[src/rtl/comb_enum_pkg.sv]
`default_nettype none
// ============================================================================
//  Module      : comb_enum_pkg
//  Description : Shared constants, FSM state type and first/last word
//                helpers for the fixed-popcount word enumerator.
//  Revision    : 1.0  initial release
// ============================================================================
package comb_enum_pkg;

    localparam int N  = 8;  // word width
    localparam int CW = 4;  // count width, clog2(N+1)
    localparam int IW = 7;  // index width, covers C(8,4)-1 = 69

    typedef enum logic [0:0] {
        IDLE = 1'b0,
        RUN  = 1'b1
    } state_t;

    // Smallest N-bit word with k ones: k ones packed at the bottom.
    function automatic logic [N-1:0] first_word(input logic [CW-1:0] k);
        logic [N-1:0] w;
        for (int i = 0; i < N; i++) begin
            w[i] = (i < int'(k));
        end
        return w;
    endfunction

    // Largest N-bit word with k ones: k ones packed at the top.
    function automatic logic [N-1:0] last_word(input logic [CW-1:0] k);
        logic [N-1:0] w;
        for (int i = 0; i < N; i++) begin
            w[i] = (i >= (N - int'(k)));
        end
        return w;
    endfunction

endpackage : comb_enum_pkg
`default_nettype wire

[src/rtl/comb_enum8_next8.sv]
`default_nettype none
// ============================================================================
//  Module      : comb_next8
//  Description : Combinational colex (Gosper) successor of an 8-bit word:
//                the next larger word with the same population count.
//  Revision    : 1.0  initial release
// ============================================================================
module comb_next8
    import comb_enum_pkg::*;
(
    input  logic [N-1:0] x,
    output logic [N-1:0] nxt
);

    logic [N-1:0] w_c;      // lowest set bit of x
    logic [N-1:0] w_r;      // x with its lowest run of ones carried out
    logic [N-1:0] w_rx;     // bits changed by the carry
    logic [2:0]   w_ctz;    // trailing-zero count of w_c

    assign w_c  = x & (~x + 8'd1);
    assign w_r  = x + w_c;
    assign w_rx = w_r ^ x;

    // Priority encoder: position of the single set bit in w_c (lowest wins).
    always_comb begin
        w_ctz = 3'd0;
        for (int i = N - 1; i >= 0; i--) begin
            if (w_c[i]) begin
                w_ctz = 3'(i);
            end
        end
    end

    // Refill the ones lost from the run at the bottom of the word.
    assign nxt = ((w_rx >> 2) >> w_ctz) | w_r;

endmodule : comb_next8
`default_nettype wire

[src/rtl/comb_enum8.sv]
`default_nettype none
// ============================================================================
//  Module      : comb_enum8
//  Description : Streaming enumerator. Accepts a popcount K and emits every
//                8-bit word with K ones in ascending order, flagging the last.
//  Revision    : 1.0  initial release
// ============================================================================
module comb_enum8
    import comb_enum_pkg::*;
#(
    parameter int N  = 8,
    parameter int CW = 4,
    parameter int IW = 7
) (
    input  logic          CLK,
    input  logic          ASYNCRESETN,
    input  logic [CW-1:0] K,
    input  logic          K_valid,
    output logic          K_ready,
    output logic [N-1:0]  O,
    output logic          O_valid,
    input  logic          O_ready,
    output logic          O_last,
    output logic [IW-1:0] IDX,
    output logic          ERR
);

    localparam logic [CW-1:0] C_K_MAX = CW'(N);

    state_t        r_state;
    state_t        w_state_nxt;
    logic [N-1:0]  r_cur;
    logic [IW-1:0] r_idx;
    logic [CW-1:0] r_k;
    logic          r_err;

    logic          w_k_fire;
    logic          w_k_ok;
    logic          w_o_fire;
    logic [N-1:0]  w_next;

    comb_next8 u_next (
        .x   (r_cur),
        .nxt (w_next)
    );

    // Outputs decode from registered state only; no input-to-output path.
    assign K_ready = (r_state == IDLE);
    assign O_valid = (r_state == RUN);
    assign O       = r_cur;
    assign IDX     = r_idx;
    assign ERR     = r_err;
    assign O_last  = (r_state == RUN) && (r_cur == last_word(r_k));

    assign w_k_fire = K_valid & K_ready;
    assign w_k_ok   = (K <= C_K_MAX);
    assign w_o_fire = O_valid & O_ready;

    // State register; reset abandons any enumeration in progress.
    always_ff @(posedge CLK or negedge ASYNCRESETN) begin
        if (!ASYNCRESETN) begin
            r_state <= IDLE;
        end else begin
            r_state <= w_state_nxt;
        end
    end

    // Next-state decode: start on a legal K, stop after the last handshake.
    always_comb begin
        w_state_nxt = r_state;
        case (r_state)
            IDLE: begin
                if (w_k_fire && w_k_ok) begin
                    w_state_nxt = RUN;
                end
            end
            RUN: begin
                if (w_o_fire && O_last) begin
                    w_state_nxt = IDLE;
                end
            end
            default: w_state_nxt = IDLE;
        endcase
    end

    // Datapath: load first word on K acceptance, advance on each non-final
    // output handshake; an illegal K only raises a one-cycle error pulse.
    always_ff @(posedge CLK or negedge ASYNCRESETN) begin
        if (!ASYNCRESETN) begin
            r_cur <= '0;
            r_idx <= '0;
            r_k   <= '0;
            r_err <= 1'b0;
        end else begin
            r_err <= w_k_fire & ~w_k_ok;
            if (w_k_fire && w_k_ok) begin
                r_cur <= first_word(K);
                r_idx <= '0;
                r_k   <= K;
            end else if (w_o_fire && !O_last) begin
                r_cur <= w_next;
                r_idx <= r_idx + IW'(1);
            end
        end
    end

endmodule : comb_enum8
`default_nettype wire

[config.mk]
export PLATFORM = sky130hd
export DESIGN_NAME = comb_enum8
export DESIGN_NICKNAME = d
export VERILOG_FILES = /design/src/rtl/comb_enum_pkg.sv /design/src/rtl/comb_enum8_next8.sv /design/src/rtl/comb_enum8.sv
export SDC_FILE = /design/constraint.sdc
export NUM_CORES = 1
export LEC_CHECK = 0
export CORE_AREA = 2 2 70 86
export DETAILED_ROUTE_END_ITERATION = 10
export DIE_AREA = 0 0 72 88
export HOLD_SLACK_MARGIN = 0.15
export PLACE_DENSITY_LB_ADDON = 0.08
export SYNTH_ARGS = -nofsm -noshare
export SYNTH_HDL_FRONTEND = slang
export SYNTH_SLANG_ARGS = --single-unit
export TNS_END_PERCENT = 5
[constraint.sdc]
create_clock -name CLK -period 2.7 [get_ports CLK]
set_input_delay 0.405 -clock CLK [delete_from_list [all_inputs] [get_ports CLK]]
set_output_delay 0.405 -clock CLK [all_outputs]
set_load 0.02 [all_outputs]
==> impl_metrics.py <==
metrics = {
    "status": {
        "run_status": "completed",
    },
    "clocking": {
        "tritoncts": "done",
        "clkSinkCount": 21,
        "clockBufferDepth": 2,
        "cts.htree.levels": 1,
        "clk_latency_ns": 0.26,
        "cts_made_buffers": 3,
        "root_buffer": "clkbuf_8",
        "cts_hold_buf": 0,
        "clk_pin_slew_ns": 0.08,
    },
    "pwr": {
        "vdd_drop_max_v": 0.0004669,
        "switching_power_mw": 1.645,
        "swShare": 0.4876,
        "combPwrFrac": 0.747,
        "internal-power_mw": 1.729,
        "leakagePower_nw": 1.027,
        "p_clk_frac": 0.062,
        "p_per_area_nw_per_um2": 1371,
        "seqPwrFrac": 0.191,
    },
    "placed_design": {
        "gp_congestion": 0.9147,
        "port_buffers": 26,
        "hpwl_um": 4645,
        "preCtsSetupSlack_ns": -0.1812,
    },
    "worst_setup_path": {
        "cp.arrival_ns": 2.20,
        "endpoint_kind": "output pin",
        "r2r_cells": 10,
        "cp_slowest_cell": "dfrtp_1",
        "worstPathCellList": "inv_2, ha_4, or3_4, and4_2, nor4_4, and3_1, buf_2",
        "slowest_delay_ns": 0.39,
        "crit_required_ns": 2.30,
        "cp.depth": 7,
        "reg2reg_slack_ns": 0.14,
        "cp-start-kind": "flip-flop",
        "cp_max_fo": 6,
        "crit_type": "reg2out",
        "endpoint": "O_last",
        "crit_family": "simple AND/OR/NAND/NOR gates",
        "crit_path_start": "r_k[0]$_DFFE_PN0P_",
        "regToRegStartpoint": "r_k[0]$_DFFE_PN0P_",
        "rr_endpoint": "IDX[5]$_DFFE_PN0P_",
        "crit_buf_inv": 2,
    },
    "yosys": {
        "synth_xor_xnor_area_share": 0.01395,
        "muxShareOfSynthArea": 0.05449,
        "yosysWarningCount": 0,
        "synth_compound_area_frac": 0.2744,
        "synth_cells": 244,
        "synthSimpleGateAreaFrac": 0.2890,
        "synth_cell_type_count": 55,
        "netlist_area_um2": 1883,
        "ys_async_sr_fraction": 1.000,
        "synth-adder-area-share": 0.01993,
        "synth_fp_nets": 255,
        "synth_top_family_by_area": "simple AND/OR/NAND/NOR gates",
        "synth_edf_count": 0,
        "synth_ff_type": "dfrtp_1",
        "avgSynthCellArea_um2": 7.717,
        "synth-seq-cells": 21,
        "synth-seq-area-share": 0.2791,
    },
    "floorplan": {
        "dieHeight_um": 88,
        "boundaryPins": 27,
        "die-area_um2": 6336,
        "start_util": 0.3413,
        "coreArea_um2": 5518,
        "chipWidth_um": 72,
        "num_rows": 30,
    },
    "grt": {
        "grt_pass1_vias": 1915,
        "grt_antenna_before_repair": 0,
        "grt_overflow": 0,
        "grt_max_degree": 22,
        "grt_use_total": 0.1950,
        "grt_pass1_wl_um": 9570,
    },
    "sta": {
        "slew_headroom": 0.6732,
        "clock.fmax_mhz": 384.0,
        "finalCritPeriodShare": 0.9644,
        "skew_ns": 0.001864,
        "setup_viol": 0,
        "hold_violations": 0,
        "whs_ns": 0.4821,
        "grt_setup_unrepaired": "false",
        "worst_pin_slew_ns": 0.4892,
        "finalCriticalPeriod_ns": 2.604,
        "slew_viol_final": 0,
        "setup_slack_ns": 0.09610,
    },
    "finish": {
        "n_antenna_cell": 0,
        "synthToLayoutAreaGrowth_pct": 30.63,
        "regArea_um2": 525.5,
        "drive_gt1_frac": 0.1742,
        "multiInputGateArea_um2": 1271,
        "fill_cells": 576,
        "nNetsFinal": 299,
    },
    "route": {
        "drtAntennaViolNets": 0,
        "via_per_inst": 5.647,
        "vias": 1982,
        "wl_per_cell_um": 16.68,
        "route.met2.wl_um": 3029,
        "drcViolationCount": 0,
        "routed_wl_um": 5854,
        "drt_iter0_markers": 159,
        "wl_met1_um": 2497,
        "top_layer": "met4",
        "wl_met3_um": 236,
        "firstDrtPassIters": 4,
    },
    "flow_run": {
        "max-cap-violations": 0,
    },
    "hold_path": {
        "hold_path_class": "in2async",
    },
}
cells in the final DEF (no fill, tap or decap), drive strengths merged, types with 4 or more instances in the layout:
master | synthesis | final
o31ai | 4 | 4
nor2 | 19 | 19
o22ai | 6 | 6
or3 | 4 | 4
and3 | 4 | 4
nand3 | 11 | 11
nor4 | 4 | 4
a21oi | 17 | 17
inv | 12 | 12
nor2b | 7 | 7
dfrtp | 21 | 21
buf | 6 | 31
clkbuf | 11 | 4
mux2i | 8 | 8
nand2 | 26 | 26
clkdlybuf4s50 | 0 | 25
o21ai | 19 | 19
a31oi | 7 | 7
nor3 | 7 | 7
flip-flops by register name (all words and copies together) (netlist names):
register and count:
ERR 1, IDX 7, O 8, O_valid 1, r_k 4
cells in the mapped netlist, types with 2 or more instances:
cell type,n,area share
a211oi_1,3,0.012
a21o_1,2,0.0080
a21oi_1,17,0.045
a221oi_1,3,0.014
a2bb2oi_1,2,0.0093
a31oi_1,4,0.013
a31oi_2,2,0.013
and2_1,2,0.0066
and3_1,4,0.013
buf_2,4,0.011
buf_6,2,0.012
clkbuf_1,10,0.020
dfrtp_1,21,0.28
ha_1,3,0.020
inv_1,12,0.024
mux2_2,2,0.012
mux2i_1,8,0.043
nand2_1,26,0.052
nand2b_1,3,0.010
nand3_1,11,0.029
nand3b_1,2,0.0080
nand4_1,2,0.0066
nor2_1,19,0.038
nor2b_1,7,0.023
nor3_1,7,0.019
nor4_1,2,0.0066
nor4_2,2,0.013
o211a_1,2,0.011
o211ai_1,2,0.0080
o21ai_0,14,0.037
o21ai_1,5,0.013
o22ai_1,6,0.020
o31ai_1,4,0.016
o32ai_1,2,0.0093
or3_1,3,0.010
or4_1,3,0.012
xnor2_1,3,0.014
power by group through the flow:
stage | Combinational (mW) | Sequential, mW | Clock (mW)
final | 2.52 | 0.645 | 0.208
after global routing | 2.76 | 0.675 | 0.229
after CTS | 2.44 | 0.648 | 0.221
after detailed placement | 2.40 | 0.652 | 0
after global placement | 2.41 | 0.657 | 0
after floorplan | 1.47 | 0.725 | 0
kinds of logic after synthesis:
kind of cell               after synthesis
AOI/OAI and AO/OA                       76
xor gates and xnor gates                 3
adders and majority gates                3
buffers and inverters                   29
DFF                                     21
muxes                                   10
and+or+nand+nor                        102
layer usage:
| metal | up-vias | GRT usage |
|---|---|---|
| met5 | - | 0 |
| met4 | 0 | 0.07204 |
| met3 | 6 | 0.01726 |
| met2 | 47 | 0.3451 |
| met1 | 941 | 0.2458 |
| li1 | 988 | - |
area by class of cell:
cell class,count,share of cell area
inverters,12,0.01831
multi-input cells,194,0.5168
repair buffers,56,0.2004
well taps,64,0.03255
flip-flops and latches,21,0.2136
clock buffers,4,0.01831
through the flow:
step	std cells	power, mW	instance area (µm²)	utilization	setup TNS [ns]
finish	351	3.373	2460	0.4458	0
global route	351	3.666	2460	0.4458	0
CTS	351	3.310	2429	0.4401	0
detailed placement	347	3.055	2376	0.4306	-0.1812
global placement	347	3.070	2376	0.4306	-0.1413
floorplan	244	2.190	1883	-	0
worst min-delay path by stage:
stage / end / cells past startpoint / slack [ns] / from
floorplan: ERR$_DFF_PN0_ / 0 / 0.11 / ASYNCRESETN
global placement: IDX[6]$_DFFE_PN0P_ / 1 / 0.48 / IDX[6]$_DFFE_PN0P_
detailed placement: IDX[6]$_DFFE_PN0P_ / 1 / 0.47 / IDX[6]$_DFFE_PN0P_
CTS: r_k[0]$_DFFE_PN0P_ / 2 / 0.49 / ASYNCRESETN
global route: r_k[0]$_DFFE_PN0P_ / 2 / 0.50 / ASYNCRESETN
finish: r_k[0]$_DFFE_PN0P_ / 2 / 0.48 / ASYNCRESETN
repair_timing:
item	4_1_cts	5_1_grt
hold endpoints to repair	0	0
setup buffers	0	0
endpoints found under the setup margin	2	5
gates resized for setup	6	9
pin swaps	0	2
Power figures use the tool's default switching activity.
